[src/rtl/dmem_responder_pkg.sv]
// Shared types and constants for the data-memory responder.
// State encoding, default geometry and the latched request bundle.
package dmem_responder_pkg;

    typedef enum logic [1:0] {
        IDLE = 2'd0,
        WAIT = 2'd1,
        RESP = 2'd2
    } state_t;

    localparam int DEPTH_DEFAULT   = 64;
    localparam int LATENCY_DEFAULT = 2;

    localparam logic [31:0] WORD_ALIGN_MASK = 32'h0000_0003;

    typedef struct packed {
        logic        write;
        logic [31:0] addr;
        logic [31:0] wdata;
    } req_t;

endpackage

[src/rtl/dmem_array.sv]
// Word storage: synchronous write, combinational read, no reset.
// Contents survive responder resets by construction.
module dmem_array #(
    parameter int DEPTH = 64,
    parameter int AW    = 6
) (
    input  logic          clock,
    input  logic          wrEn,
    input  logic [AW-1:0] idx,
    input  logic [31:0]   wrData,
    output logic [31:0]   rdData
);

    logic [31:0] mem [DEPTH];

    always_ff @(posedge clock) begin
        if (wrEn) begin
            mem[idx] <= wrData;
        end
    end

    assign rdData = mem[idx];

endmodule

[src/rtl/dmem_responder.sv]
// Single-outstanding data-memory responder with fixed access latency.
// Checks alignment/range, then commits a store or captures a load.
module dmem_responder
    import dmem_responder_pkg::*;
#(
    parameter int DEPTH   = DEPTH_DEFAULT,
    parameter int LATENCY = LATENCY_DEFAULT
) (
    input  logic        clock,
    input  logic        reset,
    input  logic        req_valid,
    output logic        req_ready,
    input  logic        req_write,
    input  logic [31:0] req_addr,
    input  logic [31:0] req_wdata,
    output logic        resp_valid,
    input  logic        resp_ready,
    output logic [31:0] resp_rdata,
    output logic        resp_err
);

    localparam int AW = (DEPTH > 1) ? $clog2(DEPTH) : 1;

    if (LATENCY < 1 || LATENCY > 15) begin : gBadLatency
        $error("dmem_responder: LATENCY must be in 1..15");
    end

    state_t      state;
    logic [3:0]  count;
    req_t        pend;
    logic [29:0] wordIdx;
    logic        isErr;
    logic        lastWait;
    logic        commit;
    logic [31:0] arrRdata;

    assign wordIdx  = pend.addr[31:2];
    // Full 30-bit compare so high address bits can never alias a valid word.
    assign isErr    = ((pend.addr & WORD_ALIGN_MASK) != 32'd0)
                   || (wordIdx >= 30'(DEPTH));
    assign lastWait = (state == WAIT) && (count == 4'd0);
    assign commit   = lastWait && pend.write && !isErr;
    assign req_ready = (state == IDLE);

    dmem_array #(
        .DEPTH(DEPTH),
        .AW   (AW)
    ) uArray (
        .clock (clock),
        .wrEn  (commit),
        .idx   (wordIdx[AW-1:0]),
        .wrData(pend.wdata),
        .rdData(arrRdata)
    );

    always_ff @(posedge clock or posedge reset) begin
        if (reset) begin
            state      <= IDLE;
            count      <= 4'd0;
            pend       <= '0;
            resp_valid <= 1'b0;
            resp_rdata <= 32'd0;
            resp_err   <= 1'b0;
        end else begin
            unique case (state)
                IDLE: begin
                    if (req_valid) begin
                        pend.write <= req_write;
                        pend.addr  <= req_addr;
                        pend.wdata <= req_wdata;
                        count      <= 4'(LATENCY - 1);
                        state      <= WAIT;
                    end
                end
                WAIT: begin
                    if (count == 4'd0) begin
                        state      <= RESP;
                        resp_valid <= 1'b1;
                        resp_err   <= isErr;
                        resp_rdata <= (!pend.write && !isErr) ? arrRdata : 32'd0;
                    end else begin
                        count <= count - 4'd1;
                    end
                end
                RESP: begin
                    if (resp_ready) begin
                        state      <= IDLE;
                        resp_valid <= 1'b0;
                        resp_rdata <= 32'd0;
                        resp_err   <= 1'b0;
                    end
                end
                default: state <= IDLE;
            endcase
        end
    end

endmodule

[config.mk]
export PLATFORM = sky130hd
export DESIGN_NAME = dmem_responder
export DESIGN_NICKNAME = d
export VERILOG_FILES = /design/src/rtl/dmem_responder_pkg.sv /design/src/rtl/dmem_array.sv /design/src/rtl/dmem_responder.sv
export SDC_FILE = /design/constraint.sdc
export NUM_CORES = 2
export LEC_CHECK = 0
export CELL_PAD_IN_SITES_DETAIL_PLACEMENT = 2
export CELL_PAD_IN_SITES_GLOBAL_PLACEMENT = 2
export CORE_ASPECT_RATIO = 0.6
export CORE_MARGIN = 2
export CORE_UTILIZATION = 50
export DETAILED_ROUTE_END_ITERATION = 10
export PLACE_DENSITY = 0.87
export SETUP_SLACK_MARGIN = 0.4
export SYNTH_ARGS = -nofsm -noshare
export SYNTH_HDL_FRONTEND = slang
export SYNTH_SLANG_ARGS = --single-unit
[constraint.sdc]
create_clock -name clock -period 10.7 [get_ports clock]
set_input_delay 2.14 -clock clock [delete_from_list [all_inputs] [get_ports clock]]
set_output_delay 2.14 -clock clock [all_outputs]
set_load 0.1 [all_outputs]
==> impl_metrics.csv, run 1 <==
group,metric,value,unit
outcome,status,"did not finish",
outcome,stop_stage,"3_5_place_dp",
outcome,tool.error,"[ERROR DPL-0033] detailed placement checks failed during check placement.",
logic_synthesis,synth-seq-cells,2153,
floorplan,start_util,50.3,%
logic_synthesis,yosys.area.top_type_share,74.9,%
logic_synthesis,yosys.area.top_type,"edfxtp_1",
floorplan,ios,104,
floorplan,die_x,527,microns
logic_synthesis,yosys_warnings,0,
logic_synthesis,synthFlopType,"edfxtp_1",
logic_synthesis,synth_area_leaders,"edfxtp_1, mux4_2, dfrtp_1",
logic_synthesis,syn_area_per_cell,18.5,sq um
logic_synthesis,syn_inst,4451,
logic_synthesis,yosysUniqueCellTypes,76,
floorplan,die_y,318,microns
logic_synthesis,synth_area,82100,sq um
placed_design,dp_hpwl,204000,microns
logic_synthesis,syn_nets,4522,
logic_synthesis,ys_async_sr_fraction,4.88,%
logic_synthesis,synth-edff-count,2048,
placed_design,gp_congestion,0.891,
floorplan,rows,115,
placed_design,port_buffers,103,
logic_synthesis,ys_seq_area_share,78.1,%
-- synthesized netlist by cell type, types with 14 or more instances --
cell type  instances
a2111oi_0         14
edfxtp_1        2048
mux2i_1          119
a221oi_1          52
o22a_1            33
dfrtp_1          105
mux4_2           163
a2bb2oi_1         28
o21ai_0          109
a22o_1            26
o221ai_1         123
nand2_1          112
nor3_1            21
mux2_2           178
nor2b_1           16
o22ai_1          384
buf_2            111
nor2_1           182
inv_1             14
buf_4             54
nand3_1           21
buf_1             40
a22oi_1           52
clkbuf_1         100
a21oi_1          105
a211oi_1          27
-- logic make-up after synthesis --
logic type,count (synthesis),synth area share (%)
xor+xnor,1,0.0107
fa+ha+maj,2,0.0305
buf+inv,329,1.99
mux,460,8.36
simple gates,455,2.62
flops,2153,78.1
compound gates,1051,8.92
-- metrics by stage --
stage / cells / hold slack [ps] / cell area (sq um)
3_3_place_gp: 6586 / 472 / 86400
2_1_floorplan: 4451 / 453 / 82100
==> inputs of run 2 (changes only) <==
- CELL_PAD_IN_SITES_DETAIL_PLACEMENT: 2 -> default
- CELL_PAD_IN_SITES_GLOBAL_PLACEMENT: 2 -> default
- CORE_ASPECT_RATIO: 0.6 -> default
- CORE_UTILIZATION: 50 -> 35
- PLACE_DENSITY: 0.87 -> default
- PLACE_DENSITY_LB_ADDON: default -> 0.15
- SETUP_SLACK_MARGIN: 0.4 -> default
==> run 2 against run 1 <==
Compared with the run above:
- the run now ends clean
- synthesized area did not move
- synthesized cell count did not move
==> impl_metrics.csv, run 2 <==
group,metric,value,unit
logic_synthesis,ys_async_sr_fraction,4.88,%
logic_synthesis,syn_area_per_cell,18.5,sq um
power,power_frac_seq,40.1,%
floorplan,die_area,239000,sq um
grt,grt_pass1_vias,46000,
route,wire_per_inst,36.3,microns
worst_setup_path,path_delay_family,"buffers and inverters",
floorplan,die_x,488,microns
layout,seq_area,64200,sq um
floorplan,core,233000,sq um
power,power.density,288,nW/um^2
timing,fmax,203,MHz
grt,overflow,0,
layout,area_growth,15.6,%
worst_setup_path,cp.arrival,2790,ps
logic_synthesis,synth-seq-cells,2153,
logic_synthesis,syn_inst,4451,
clock_network,hold_buffers,0,
outcome,status,"complete, no violations",
layout,fin_area,94900,sq um
logic_synthesis,yosysUniqueCellTypes,76,
logic_synthesis,yosys.area.top_type,"edfxtp_1",
clock_network,ctsResizeCount,0,
route,vias,47000,
timing,setup_tns,0,ps
grt,grt_max_degree,95,
timing,drv_slew,0,
route,drt_iter0_markers,6072,
power,p_clk_share,28.1,%
power,peakVddDrop,328,uV
clock_network,numCtsBuffers,224,
floorplan,ios,104,
placed_design,port_buffers,103,
layout,largest_reg_flops,2048,
layout,layout_commonest_cell,"edfxtp_1",
clock_network,worstSkewPairLatency,870,ps
placed_design,gp_congestion,0.816,
logic_synthesis,yosys_warnings,0,
grt,grt_usage,23.9,%
timing,setup_viol,0,
layout,layout-drive-gt1-share,20.4,%
worst_setup_path,critPathMaxFanout,2,
clock_network,cts_tree,"done",
route,viasPerCell,5.89,
logic_synthesis,ys_top_cells_by_count,"edfxtp_1, o22ai_1, nor2_1, mux2_2, mux4_2",
flow_run,drv_cap,0,
worst_setup_path,crit_chain,"clkdlybuf4s50_1",
floorplan,start_util,35.3,%
worst_hold_path,hold_class,"register to register",
worst_setup_path,crit_type,"register to output port",
layout,largest_register,"uArray.mem",
logic_synthesis,synthFlopType,"edfxtp_1",
timing,rsz0062_at_grt,"false",
layout,final_cell_mix,"edfxtp_1, o22ai_1, clkbuf_16",
timing,worstMarginPinSlew,1370,ps
placed_design,placed_area,87800,sq um
layout,fin_util,40.7,%
power,p_int,17400,uW
layout,nFillCells,21100,
route,ant_nets,0,
timing,hold_violations,0,
clock_network,cts_max_level,4,
power,swShare,36.4,%
layout,multi_input_area,17000,sq um
grt,grt_pass1_wl,394000,microns
timing,timing.final.crit_share,46.1,%
logic_synthesis,ys_seq_area_share,78.1,%
clock_network,post-cts-setup-buffer-count,0,
timing,min_period,4930,ps
clock_network,cts_sinks,2153,
logic_synthesis,yosys.area.top_type_share,74.9,%
timing,max_slew_margin,8.80,%
floorplan,die_y,488,microns
logic_synthesis,synth_area,82100,sq um
power,p_sw,9960,uW
clock_network,ctsRootBufferMaster,"clkbuf_16",
floorplan,rows,177,
worst_setup_path,cp.required,8560,ps
logic_synthesis,yosys.cell_count.top_type,"edfxtp_1",
worst_setup_path,critPathBufInv,1,
route,routed_wl,290000,microns
logic_synthesis,synth_area_leaders,"edfxtp_1, mux4_2, dfrtp_1",
timing,clock_skew,31.5,ps
worst_setup_path,startpoint_type,"register",
worst_setup_path,slowest_stage,"clkdlybuf4s50_1",
power,p_leak,0.0295,uW
power,comb_power_share,31.8,%
worst_setup_path,slowest_delay,1250,ps
placed_design,dp_hpwl,164000,microns
layout,fin_nets,4732,
route,dr.pass1.iters,5,
clock_network,clock_path_buffers,3,
logic_synthesis,syn_nets,4522,
grt,antenna_found_initial,17,
clock_network,clkTransAtPathRegs,60,ps
logic_synthesis,synth-edff-count,2048,
worst_setup_path,critPathCaptureType,"output port",
route,drc,0,
timing,timing.hold.ws,476,ps
layout,reg.largest.list,"uArray.mem: 2048 flops, pend: 65 flops, resp_rdata: 32 flops",
## run 2: cells by family after synthesis
group                      Yosys count  synth area share (%)
buffers and inverters              329                  1.99
DFF                               2153                  78.1
AOI/OAI and AO/OA                 1051                  8.92
adders and majority gates            2                0.0305
xor gates and xnor gates             1                0.0107
muxes                              460                  8.36
and+or+nand+nor                    455                  2.62
## run 2: area by class of cell
cell class	count	share of cell area (%)
sequential	2153	67.6
multi-input combinational	1969	17.9
clock buffer	327	6.72
tap	3132	4.13
timing repair buffer	298	2.72
clock inverter	89	0.825
inverter	15	0.0725
antenna	4	0.0105
## run 2: layer usage
metal	up-vias	track usage (%)	share of wire (%)
met5	-	0	0.015
met4	6	5.96	2.4
met3	370	4.14	7.9
met2	2235	37.4	46
met1	25500	34.6	44
li1	18900	-	-
## run 2: through the flow
step	worst slack [ps]	instances	total power [uW]
5_1_grt	5700	7984	28100
4_1_cts	5690	7983	27400
3_3_place_gp	5620	7566	19700
6_report	5770	7987	27300
3_5_place_dp	5890	7567	19700
2_1_floorplan	5800	4451	15700
## run 2: power groups by stage
stage | clock network [uW] | logic, uW | registers [uW]
floorplan | 0 | 4060 | 11600
global placement | 0 | 8550 | 11100
detailed placement | 0 | 8610 | 11100
CTS | 7790 | 8630 | 11000
global route | 8100 | 9020 | 11000
finish | 7670 | 8700 | 11000
## run 2: final timing paths
path	from	endpoint	slack [ps]	cells after the start
worst min-delay path	resp_valid$_DFFE_PP0P_	resp_valid$_DFFE_PP0P_	480	2
max in group asynchronous	reset	pend[35]$_DFFE_PP0P_	7100	4
worst max register to register	pend[35]$_DFFE_PP0P_	uArray.mem[38][17]$_DFFE_PP_	5800	5
worst min register to register	resp_valid$_DFFE_PP0P_	resp_valid$_DFFE_PP0P_	480	2
min in group asynchronous	reset	pend[24]$_DFFE_PP0P_	1720	2
worst max-delay path	resp_rdata[10]$_DFFE_PP0P_	resp_rdata[10]	5770	1
Power figures use the tool's default switching activity.
